`src/rtl/div3_rr_scheduler.sv`:
```
// rtl/div3_rr_scheduler.sv - round-robin front end sharing one bit-serial mod-3 residue engine
module div3_rr_scheduler #(
   parameter int NREQ  = 4,
   parameter int WIDTH = 8,
   parameter int IDW   = $clog2(NREQ)
) (
   input  logic                  clk,
   input  logic                  rst,
   input  logic [NREQ-1:0]       req,
   input  logic [NREQ*WIDTH-1:0] data,
   input  logic                  hold,
   output logic [NREQ-1:0]       gnt,
   output logic                  busy,
   output logic                  ser_vld,
   output logic                  ser_bit,
   output logic                  done,
   output logic [IDW-1:0]        done_id,
   output logic                  div3,
   output logic [1:0]            residue
);

   localparam int CW = $clog2(WIDTH + 1);

   typedef enum logic [1:0] {S_IDLE, S_SHIFT, S_DONE} state_t;

   state_t           state, state_nxt;
   logic [WIDTH-1:0] sh;
   logic [CW-1:0]    cnt;
   logic [1:0]       r, r_nxt;
   logic [IDW-1:0]   ptr;
   logic [NREQ-1:0]  gnt_q;
   logic             win_found;
   logic [IDW-1:0]   win_idx;
   logic [IDW:0]     cand;
   logic             shift_en;

   // Walk downward so the candidate closest to ptr+1 is the last one written.
   always_comb begin
      win_found = 1'b0;
      win_idx   = '0;
      cand      = '0;
      for (int k = NREQ; k >= 1; k--) begin
         cand = {1'b0, ptr} + (IDW+1)'(k);
         if (cand >= (IDW+1)'(NREQ))
            cand = cand - (IDW+1)'(NREQ);
         if (req[cand[IDW-1:0]]) begin
            win_found = 1'b1;
            win_idx   = cand[IDW-1:0];
         end
      end
   end

   assign shift_en = (state == S_SHIFT) && !hold;

   always_comb begin
      r_nxt = 2'd0;
      case (r)
         2'd0:    r_nxt = sh[WIDTH-1] ? 2'd1 : 2'd0;
         2'd1:    r_nxt = sh[WIDTH-1] ? 2'd0 : 2'd2;
         2'd2:    r_nxt = sh[WIDTH-1] ? 2'd2 : 2'd1;
         default: r_nxt = 2'd0;
      endcase
   end

   always_ff @(posedge clk) begin
      if (rst) begin
         state <= S_IDLE;
         sh    <= '0;
         cnt   <= '0;
         r     <= 2'd0;
         ptr   <= IDW'(NREQ - 1);
         gnt_q <= '0;
      end else begin
         state <= state_nxt;
         gnt_q <= ((state == S_IDLE) && win_found) ? (NREQ'(1) << win_idx) : '0;
         case (state)
            S_IDLE: begin
               if (win_found) begin
                  sh  <= data[win_idx*WIDTH +: WIDTH];
                  cnt <= CW'(WIDTH);
                  r   <= 2'd0;
                  ptr <= win_idx;
               end
            end
            S_SHIFT: begin
               if (shift_en) begin
                  sh  <= {sh[WIDTH-2:0], 1'b0};
                  cnt <= cnt - CW'(1);
                  r   <= r_nxt;
               end
            end
            default: ;
         endcase
      end
   end

   always_comb begin
      state_nxt = state;
      case (state)
         S_IDLE:  if (win_found) state_nxt = S_SHIFT;
         S_SHIFT: if (shift_en && (cnt == CW'(1))) state_nxt = S_DONE;
         S_DONE:  state_nxt = S_IDLE;
         default: state_nxt = S_IDLE;
      endcase
   end

   // ptr doubles as the job's ID: it is only rewritten at the next arbitration.
   always_comb begin
      gnt     = gnt_q;
      busy    = (state != S_IDLE);
      ser_vld = shift_en;
      ser_bit = shift_en & sh[WIDTH-1];
      done    = (state == S_DONE);
      done_id = done ? ptr : '0;
      residue = done ? r : 2'd0;
      div3    = done && (r == 2'd0);
   end

endmodule

```
`config.mk`:
```
export PLATFORM = sky130hd
export DESIGN_NAME = div3_rr_scheduler
export DESIGN_NICKNAME = d
export VERILOG_FILES = /design/src/rtl/div3_rr_scheduler.sv
export SDC_FILE = /design/constraint.sdc
export NUM_CORES = 1
export LEC_CHECK = 0
export CAP_MARGIN = 20
export CELL_PAD_IN_SITES_DETAIL_PLACEMENT = 1
export CELL_PAD_IN_SITES_GLOBAL_PLACEMENT = 1
export CORE_ASPECT_RATIO = 0.6
export CORE_MARGIN = 1
export CORE_UTILIZATION = 33
export CTS_BUF_LIST = sky130_fd_sc_hd__clkbuf_8
export DETAILED_ROUTE_END_ITERATION = 8
export GPL_ROUTABILITY_DRIVEN = 0
export GPL_TIMING_DRIVEN = 0
export PLACE_DENSITY = 0.84
export SLEW_MARGIN = 20
export SYNTH_ARGS = -nofsm -noshare
export SYNTH_HDL_FRONTEND = slang
export SYNTH_SLANG_ARGS = --single-unit
```
`constraint.sdc`:
```
create_clock -name clk -period 2.2 [get_ports clk]
set_input_delay 0.44 -clock clk [delete_from_list [all_inputs] [get_ports clk]]
set_output_delay 0.44 -clock clk [all_outputs]
set_load 0.01 [all_outputs]
```
==> results.ini, run 1 <==
[outcome]
status = finished, final reports clean

[min_path]
hold_path_class = register to register
holdPathEnd = ptr[0]$_SDFFE_PP1P_
critical_hold_path_startpoint = ptr[0]$_SDFFE_PP1P_
hold_depth = 2

[cells_and_area]
layout.cell_area.non_filler_mm2 = 0.00209
area_overhead_of_the_layout_relative_to_synthesis_pct = 48.0
fillerInstances = 476
num-nets-final = 261
total_inserted_antenna_cells = 0
share_of_layout_cells_above_drive_strength_1_pct = 17.4
fin_util_pct = 53.9
post_layout_nonfiller_instances = 276

[cts]
cts-htree-levels = 1
clk_path_buf_depth = 2
clock_tree_from_tritoncts = yes
cts_hold_buf = 0
clock_tree.root_cell = sky130_fd_sc_hd__clkbuf_8
tritoncts.num_buffers = 3
clkTransAtPathRegs_ns = 0.08
clock_insertion_delay_at_the_later_pin_of_the_skew_report_ns = 0.27
count_of_clock_tree_sinks = 22

[global_route]
globalRoute.totalOverflow = 0
grt_util_all_layers_pct = 21.9
largest_net_degree_at_the_start_of_global_routing = 13
grt_pass1_wl_mm = 7.45
grt_antenna_before_repair = 0
grt_pass1_vias = 1548

[yosys]
synth_cell_type_count = 42
multiplexer_area_fraction_after_synthesis_pct = 8.16
synthTopCellsByCount = sky130_fd_sc_hd__dfxtp_1 (22), sky130_fd_sc_hd__nand2_1 (13), sky130_fd_sc_hd__a211oi_1 (10), sky130_fd_sc_hd__mux2i_1 (10), sky130_fd_sc_hd__and3_2 (8)
netlist_instances = 165
post_synth_and_or_nand_nor_area_fraction_pct = 26.0
yosys_warns = 0
synthFlopType = sky130_fd_sc_hd__dfxtp_1
synth_edf_count = 0
synthAdderAreaFrac_pct = 1.77
synthXorXnorAreaFrac_pct = 2.48
yosys_register_bits = 22
synth_largest_type_area_fraction_pct = 31.2
synth_compound_area_share_pct = 23.6
post-synth-top-count-cell = sky130_fd_sc_hd__dfxtp_1
asyncSetResetFlopFracSynth_pct = 0
post_synth_main_area_contributors = sky130_fd_sc_hd__dfxtp_1 (31%), sky130_fd_sc_hd__mux2i_1 (7.1%), sky130_fd_sc_hd__a211oi_1 (5.3%)
synth_area_mm2 = 0.00141
synth_top_family_by_area = simple AND/OR/NAND/NOR gates
post_synth.cell_area_avg_um2 = 8.55
yosysSeqAreaShare_pct = 31.2
mappedNetlistNets = 206
synth_area_leader_cell = sky130_fd_sc_hd__dfxtp_1

[critical_path]
worst-endpoint-arrival_ns = 1.70
crit_path_end_kind = output port
crit_path_max_fanout = 10
critPathKind = register to output port
critical_path.reg2reg.startpoint = ptr[1]$_SDFFE_PP1P_
timing.critical_path.required_ns = 1.76
critPathLaunchType = register
r2r_end = sh[2]$_SDFFE_PP0P_
r2r_cells = 6
regToRegSetupSlack_ns = 0.33

[timing]
finalClockSkew_ns = 0.00196
min_period_ns = 2.14
report.final.slew_viol_count = 0
tns_ns = 0
max-slew-margin-rel_pct = 73.1
period_share_pct = 97.1
fmax_mhz = 468
slew_at_the_pin_with_the_worst_max_slew_slack_ns = 0.403
finalHoldViolCount = 0
timing.final.setup_violations = 0

[floorplanning]
floorplan.core_area_mm2 = 0.00387
floorplan_die_area_mm2 = 0.00455
io-pin-count = 52
fp-row-count = 17
starting_density_of_the_core_pct = 36.5
die_x_um = 86.4
fp.dieH_um = 52.7

[power_and_ir_drop]
cellLeakagePower_nw = 0.788
worst_ir_drop_on_vdd_mv = 0.223
power_per_cell_area_mw_per_mm2 = 574
post-layout-total-power_mw = 1.20

[placement]
dpl-instance-area_mm2 = 0.00197
place.detailed.hpwl_mm = 3.62
post-place-cells = 271
count_of_port_buffers_added_during_placement = 49

[drt]
drt_iter0_markers = 25
vias = 1446
wirelength_mm = 4.57
antenna_violating_nets_post_route = 0
detailedRoute.firstPassIterationCount = 3
detail_route.wl_per_cell_um = 16.6
avgViaCountPerCell = 5.24
drc_errors = 0

[job]
max-cap-violations = 0

==> timing repair <==
action | 4_1_cts | 5_1_grt
pin swaps | 1 | 2
gates resized for setup | 5 | 9
setup endpoints to repair | 3 | 6
buffers inserted | 1 | 0
==> power breakdown <==
group          switching [mW]  internal (mW)  total [mW]
logic                   0.204          0.218       0.422
clock network           0.134          0.160       0.294
registers              0.0404          0.443       0.483
==> sequential cells by signal, indices dropped and copies added (netlist names) <==
register  count
sh            8
r             2
cnt           4
state         2
gnt           4
ptr           2
==> placed cells by master, fill, tap and decap left out, types with 2 or more instances in the layout <==
cell,netlist,routed
sky130_fd_sc_hd__a211oi_1,10,9
sky130_fd_sc_hd__a21oi_1,5,5
sky130_fd_sc_hd__a22o_1,2,2
sky130_fd_sc_hd__a31oi_1,6,6
sky130_fd_sc_hd__and2_1,4,4
sky130_fd_sc_hd__and2_2,2,2
sky130_fd_sc_hd__and3_1,3,3
sky130_fd_sc_hd__and3_2,8,8
sky130_fd_sc_hd__buf_4,1,2
sky130_fd_sc_hd__buf_6,4,5
sky130_fd_sc_hd__clkbuf_1,3,2
sky130_fd_sc_hd__clkbuf_8,0,4
sky130_fd_sc_hd__clkdlybuf4s50_1,0,48
sky130_fd_sc_hd__dfxtp_1,22,22
sky130_fd_sc_hd__ha_1,2,2
sky130_fd_sc_hd__inv_1,6,5
sky130_fd_sc_hd__mux2i_1,10,10
sky130_fd_sc_hd__nand2_1,13,13
sky130_fd_sc_hd__nand2_2,3,2
sky130_fd_sc_hd__nand2b_1,4,4
sky130_fd_sc_hd__nand3_1,2,2
sky130_fd_sc_hd__nor2_1,7,7
sky130_fd_sc_hd__nor3_1,7,7
sky130_fd_sc_hd__nor3b_1,3,2
sky130_fd_sc_hd__nor4_1,3,3
sky130_fd_sc_hd__o211ai_1,3,3
sky130_fd_sc_hd__o21ai_0,5,5
sky130_fd_sc_hd__o221ai_1,2,2
sky130_fd_sc_hd__o32ai_1,5,5
sky130_fd_sc_hd__xnor2_1,4,4
==> worst max path at each step <==
stage / start / endpoint
4_1_cts: state[0]$_SDFFE_PP0P_ / ser_bit
3_3_place_gp: req[1] / sh[1]$_SDFFE_PP0P_
3_5_place_dp: req[1] / sh[1]$_SDFFE_PP0P_
5_1_grt: state[0]$_SDFFE_PP0P_ / ser_bit
2_1_floorplan: req[0] / cnt[3]$_SDFFE_PP0P_
6_report: state[0]$_SDFFE_PP0P_ / ser_bit
==> logic make-up (layout without fill, tap and decap cells) <==
kind of cell             count (synthesis)  in the layout
AND/OR/NAND/NOR                         65             65
AO/OA/AOI/OAI                           45             45
flip-flops                              22             22
buffers and inverters                   16             70
multiplexers                            11             11
XOR/XNOR                                 4              4
adder cells (fa/ha/maj)                  2              2
==> through the flow <==
step                      worst slack [ns]  hold WS, ns
after global placement              -0.165        0.495
after floorplan                      0.523        0.473
after CTS                           0.0236        0.518
after detailed placement            -0.289        0.507
final                               0.0631        0.514
after global routing               -0.0181        0.540
==> routing by layer <==
layer	vias to the layer above	wire length [um]	GRT usage [%]
li1	722	-	-
met1	674	2120	25.5
met2	43	2180	39.4
met3	7	235	6.46
met4	0	39	6.11
met5	-	0	0
==> critical path, stage by stage, from the launching register on <==
cell	delay, ns
sky130_fd_sc_hd__dfxtp_1	0.37
sky130_fd_sc_hd__buf_6	0.17
sky130_fd_sc_hd__nand2_4	0.11
sky130_fd_sc_hd__nor2_4	0.12
sky130_fd_sc_hd__and2_1	0.13
sky130_fd_sc_hd__clkdlybuf4s50_1	0.53
==> cell type report <==
| type | instances | area (um2) | area share, % |
|---|---|---|---|
| clock buffer | 4 | 55.1 | 2.64 |
| multi-input combinational | 127 | 915 | 43.8 |
| tap | 57 | 71.3 | 3.42 |
| inverter | 6 | 25.0 | 1.20 |
| timing repair buffer | 50 | 500 | 24.0 |
| buffer | 10 | 81.3 | 3.89 |
| sequential | 22 | 440 | 21.1 |
No activity file was read; power rests on OpenSTA's default activity.
==> inputs of run 2 (changes only) <==
--- a/config.mk
+++ b/config.mk
@@ -15,6 +15,7 @@
 export DETAILED_ROUTE_END_ITERATION = 8
 export GPL_ROUTABILITY_DRIVEN = 0
 export GPL_TIMING_DRIVEN = 0
+export MAX_ROUTING_LAYER = met4
 export PLACE_DENSITY = 0.84
 export SLEW_MARGIN = 20
 export SYNTH_ARGS = -nofsm -noshare
==> run 2 against run 1 <==
Effect of this change:
- setup slack better by 0.0057 ns
- die area stayed put
- worst hold slack hardly changed
- total power hardly changed
- critical path depth stayed put
- clock skew is 0.00063 ns lower
- via count hardly changed
- critical path type unchanged
- largest power group unchanged
==> results.ini, run 2 (synthesis gave the netlist of run 1 again) <==
[power_and_ir_drop]
cellLeakagePower_nw = 0.788  ; unchanged
power_per_cell_area_mw_per_mm2 = 574  ; about the same
worst_ir_drop_on_vdd_mv = 0.223  ; +0.12%

[critical_path]
crit_path_max_fanout = 10  ; unchanged
crit_chain = buf_6 > nand2_4 > nor2_4 > and2_1 > clkdlybuf4s50_1
critPathKind = register to output port
timing.critical_path.required_ns = 1.76  ; about the same
critical_path.n_buffers_inverters = 2  ; unchanged
worst-endpoint-arrival_ns = 1.69  ; about the same
crit_path_end_kind = output port
cpPeakStageDelay_ns = 0.53  ; about the same
cpMaxStageDelayCell = sky130_fd_sc_hd__clkdlybuf4s50_1
critPathTopFamily = buffers and inverters
critPathLaunchType = register

[drt]
vias = 1445  ; -0.069%
drc_errors = 0  ; unchanged
antenna_violating_nets_post_route = 0  ; unchanged
avgViaCountPerCell = 5.24  ; about the same
wirelength_mm = 4.56  ; -0.22%
drt_iter0_markers = 24  ; -4.0%
detailedRoute.firstPassIterationCount = 3  ; unchanged
detail_route.wl_per_cell_um = 16.5  ; -0.22%

[timing]
min_period_ns = 2.13  ; -0.00569 ns
report.final.slew_viol_count = 0  ; unchanged
slew_at_the_pin_with_the_worst_max_slew_slack_ns = 0.403  ; -0.0000368 ns
final_critical_path_setup_slack_ns = 0.0688  ; +0.00569 ns
max-slew-margin-rel_pct = 73.1  ; about the same
finalHoldViolCount = 0  ; unchanged
tns_ns = 0  ; unchanged
hold_ws_ns = 0.514  ; +0.000153 ns
fmax_mhz = 469  ; +0.27%
timing.final.setup_violations = 0  ; unchanged
finalClockSkew_ns = 0.00133  ; -0.000630 ns
period_share_pct = 96.9  ; -0.26 points

[outcome]
status = finished, final reports clean

[global_route]
grt_antenna_before_repair = 0  ; unchanged
grt_pass1_vias = 1550  ; +0.13%
largest_net_degree_at_the_start_of_global_routing = 13  ; unchanged
globalRoute.totalOverflow = 0  ; unchanged
grt_pass1_wl_mm = 7.46  ; +0.17%
grt_util_all_layers_pct = 22.5  ; +0.63 points

[min_path]
hold_path_class = register to register

[cells_and_area]
num-nets-final = 261  ; unchanged
mostFrequentLayoutCells = sky130_fd_sc_hd__clkdlybuf4s50_1 (48), sky130_fd_sc_hd__dfxtp_1 (22), sky130_fd_sc_hd__nand2_1 (13)
largest_reg_flops = 8  ; unchanged
top_register = sh
fin_util_pct = 53.9  ; unchanged
area_overhead_of_the_layout_relative_to_synthesis_pct = 48.0  ; unchanged
layout.cell_area.non_filler_mm2 = 0.00209  ; unchanged
total_inserted_antenna_cells = 0  ; unchanged
layout_commonest_cell = sky130_fd_sc_hd__clkdlybuf4s50_1
share_of_layout_cells_above_drive_strength_1_pct = 17.4  ; unchanged

[floorplanning]
starting_density_of_the_core_pct = 36.5  ; unchanged
fp.dieH_um = 52.7  ; unchanged
die_x_um = 86.4  ; unchanged
floorplan_die_area_mm2 = 0.00455  ; unchanged
floorplan.core_area_mm2 = 0.00387  ; unchanged
fp-row-count = 17  ; unchanged
io-pin-count = 52  ; unchanged

[cts]
tritoncts.num_buffers = 3  ; unchanged
clock_insertion_delay_at_the_later_pin_of_the_skew_report_ns = 0.26  ; about the same
clkTransAtPathRegs_ns = 0.08  ; about the same
clk_path_buf_depth = 2  ; unchanged
cts-htree-levels = 1  ; unchanged
cts_hold_buf = 0  ; unchanged
count_of_clock_tree_sinks = 22  ; unchanged
clock_tree_from_tritoncts = yes
clock_tree.root_cell = sky130_fd_sc_hd__clkbuf_8

[placement]
placement.setup.worst_slack_ns = -0.289  ; unchanged
place.detailed.hpwl_mm = 3.62  ; unchanged
dpl-instance-area_mm2 = 0.00197  ; unchanged
count_of_port_buffers_added_during_placement = 49  ; unchanged

[job]
max-cap-violations = 0  ; unchanged

-- run 2: cell counts in the layout (fill, tap and decap cells not counted) --
Identical to the previous run, type by type.
-- run 2: timing repair --
action / 4_1_cts / 5_1_grt
pin swaps: 1 / 2
cloned: 0 / 0
endpoints found under the setup margin: 3 / 6
resized for setup: 5 / 9
setup buffers: 1 / 0
-- run 2: worst register-to-register path: cells and delay by family, from the launching register on --
kind	cells	cell delay (ns)
AO/OA/AOI/OAI	3	0.66
buffers and inverters	1	0.16
flip-flops	1	0.47
multiplexers	1	0.34
AND/OR/NAND/NOR	1	0.12
-- run 2: layout make-up --
type / count / area, um2
repair buffers: 50 / 500
plain buffers: 10 / 81.3
clock buffers: 4 / 55.1
inverters: 6 / 25.0
flip-flops and latches: 22 / 440
multi-input cells: 127 / 915
fillers: 476 / 1780
well taps: 57 / 71.3
-- run 2: stage by stage --
step	power (mW)	cells
5_1_grt	1.27	276
3_3_place_gp	0.869	271
6_report	1.20	276
4_1_cts	1.19	276
3_5_place_dp	0.895	271
2_1_floorplan	0.734	165
-- run 2: path summary, 6_finish.rpt --
| check | startpoint | endpoint | slack [ns] | cells after the start |
|---|---|---|---|---|
| max | state[0]$_SDFFE_PP0P_ | ser_bit | 0.07 | 5 |
| min | ptr[0]$_SDFFE_PP1P_ | ptr[0]$_SDFFE_PP1P_ | 0.51 | 2 |
| max reg2reg | ptr[1]$_SDFFE_PP1P_ | sh[2]$_SDFFE_PP0P_ | 0.34 | 6 |
| min reg2reg | ptr[0]$_SDFFE_PP1P_ | ptr[0]$_SDFFE_PP1P_ | 0.51 | 2 |
-- run 2: power by group --
part           internal (mW)  switching (mW)  total [mW]
Sequential             0.443          0.0402       0.483
Combinational          0.218           0.203       0.422
Clock                  0.160           0.135       0.294
-- run 2: routing by layer --
metal	global-route usage, %	vias up	part of all wire (%)
met5	-	-	0
met4	6.11	0	1.1
met3	6.30	9	5.2
met2	39.4	43	47
met1	25.7	670	46
li1	-	723	-
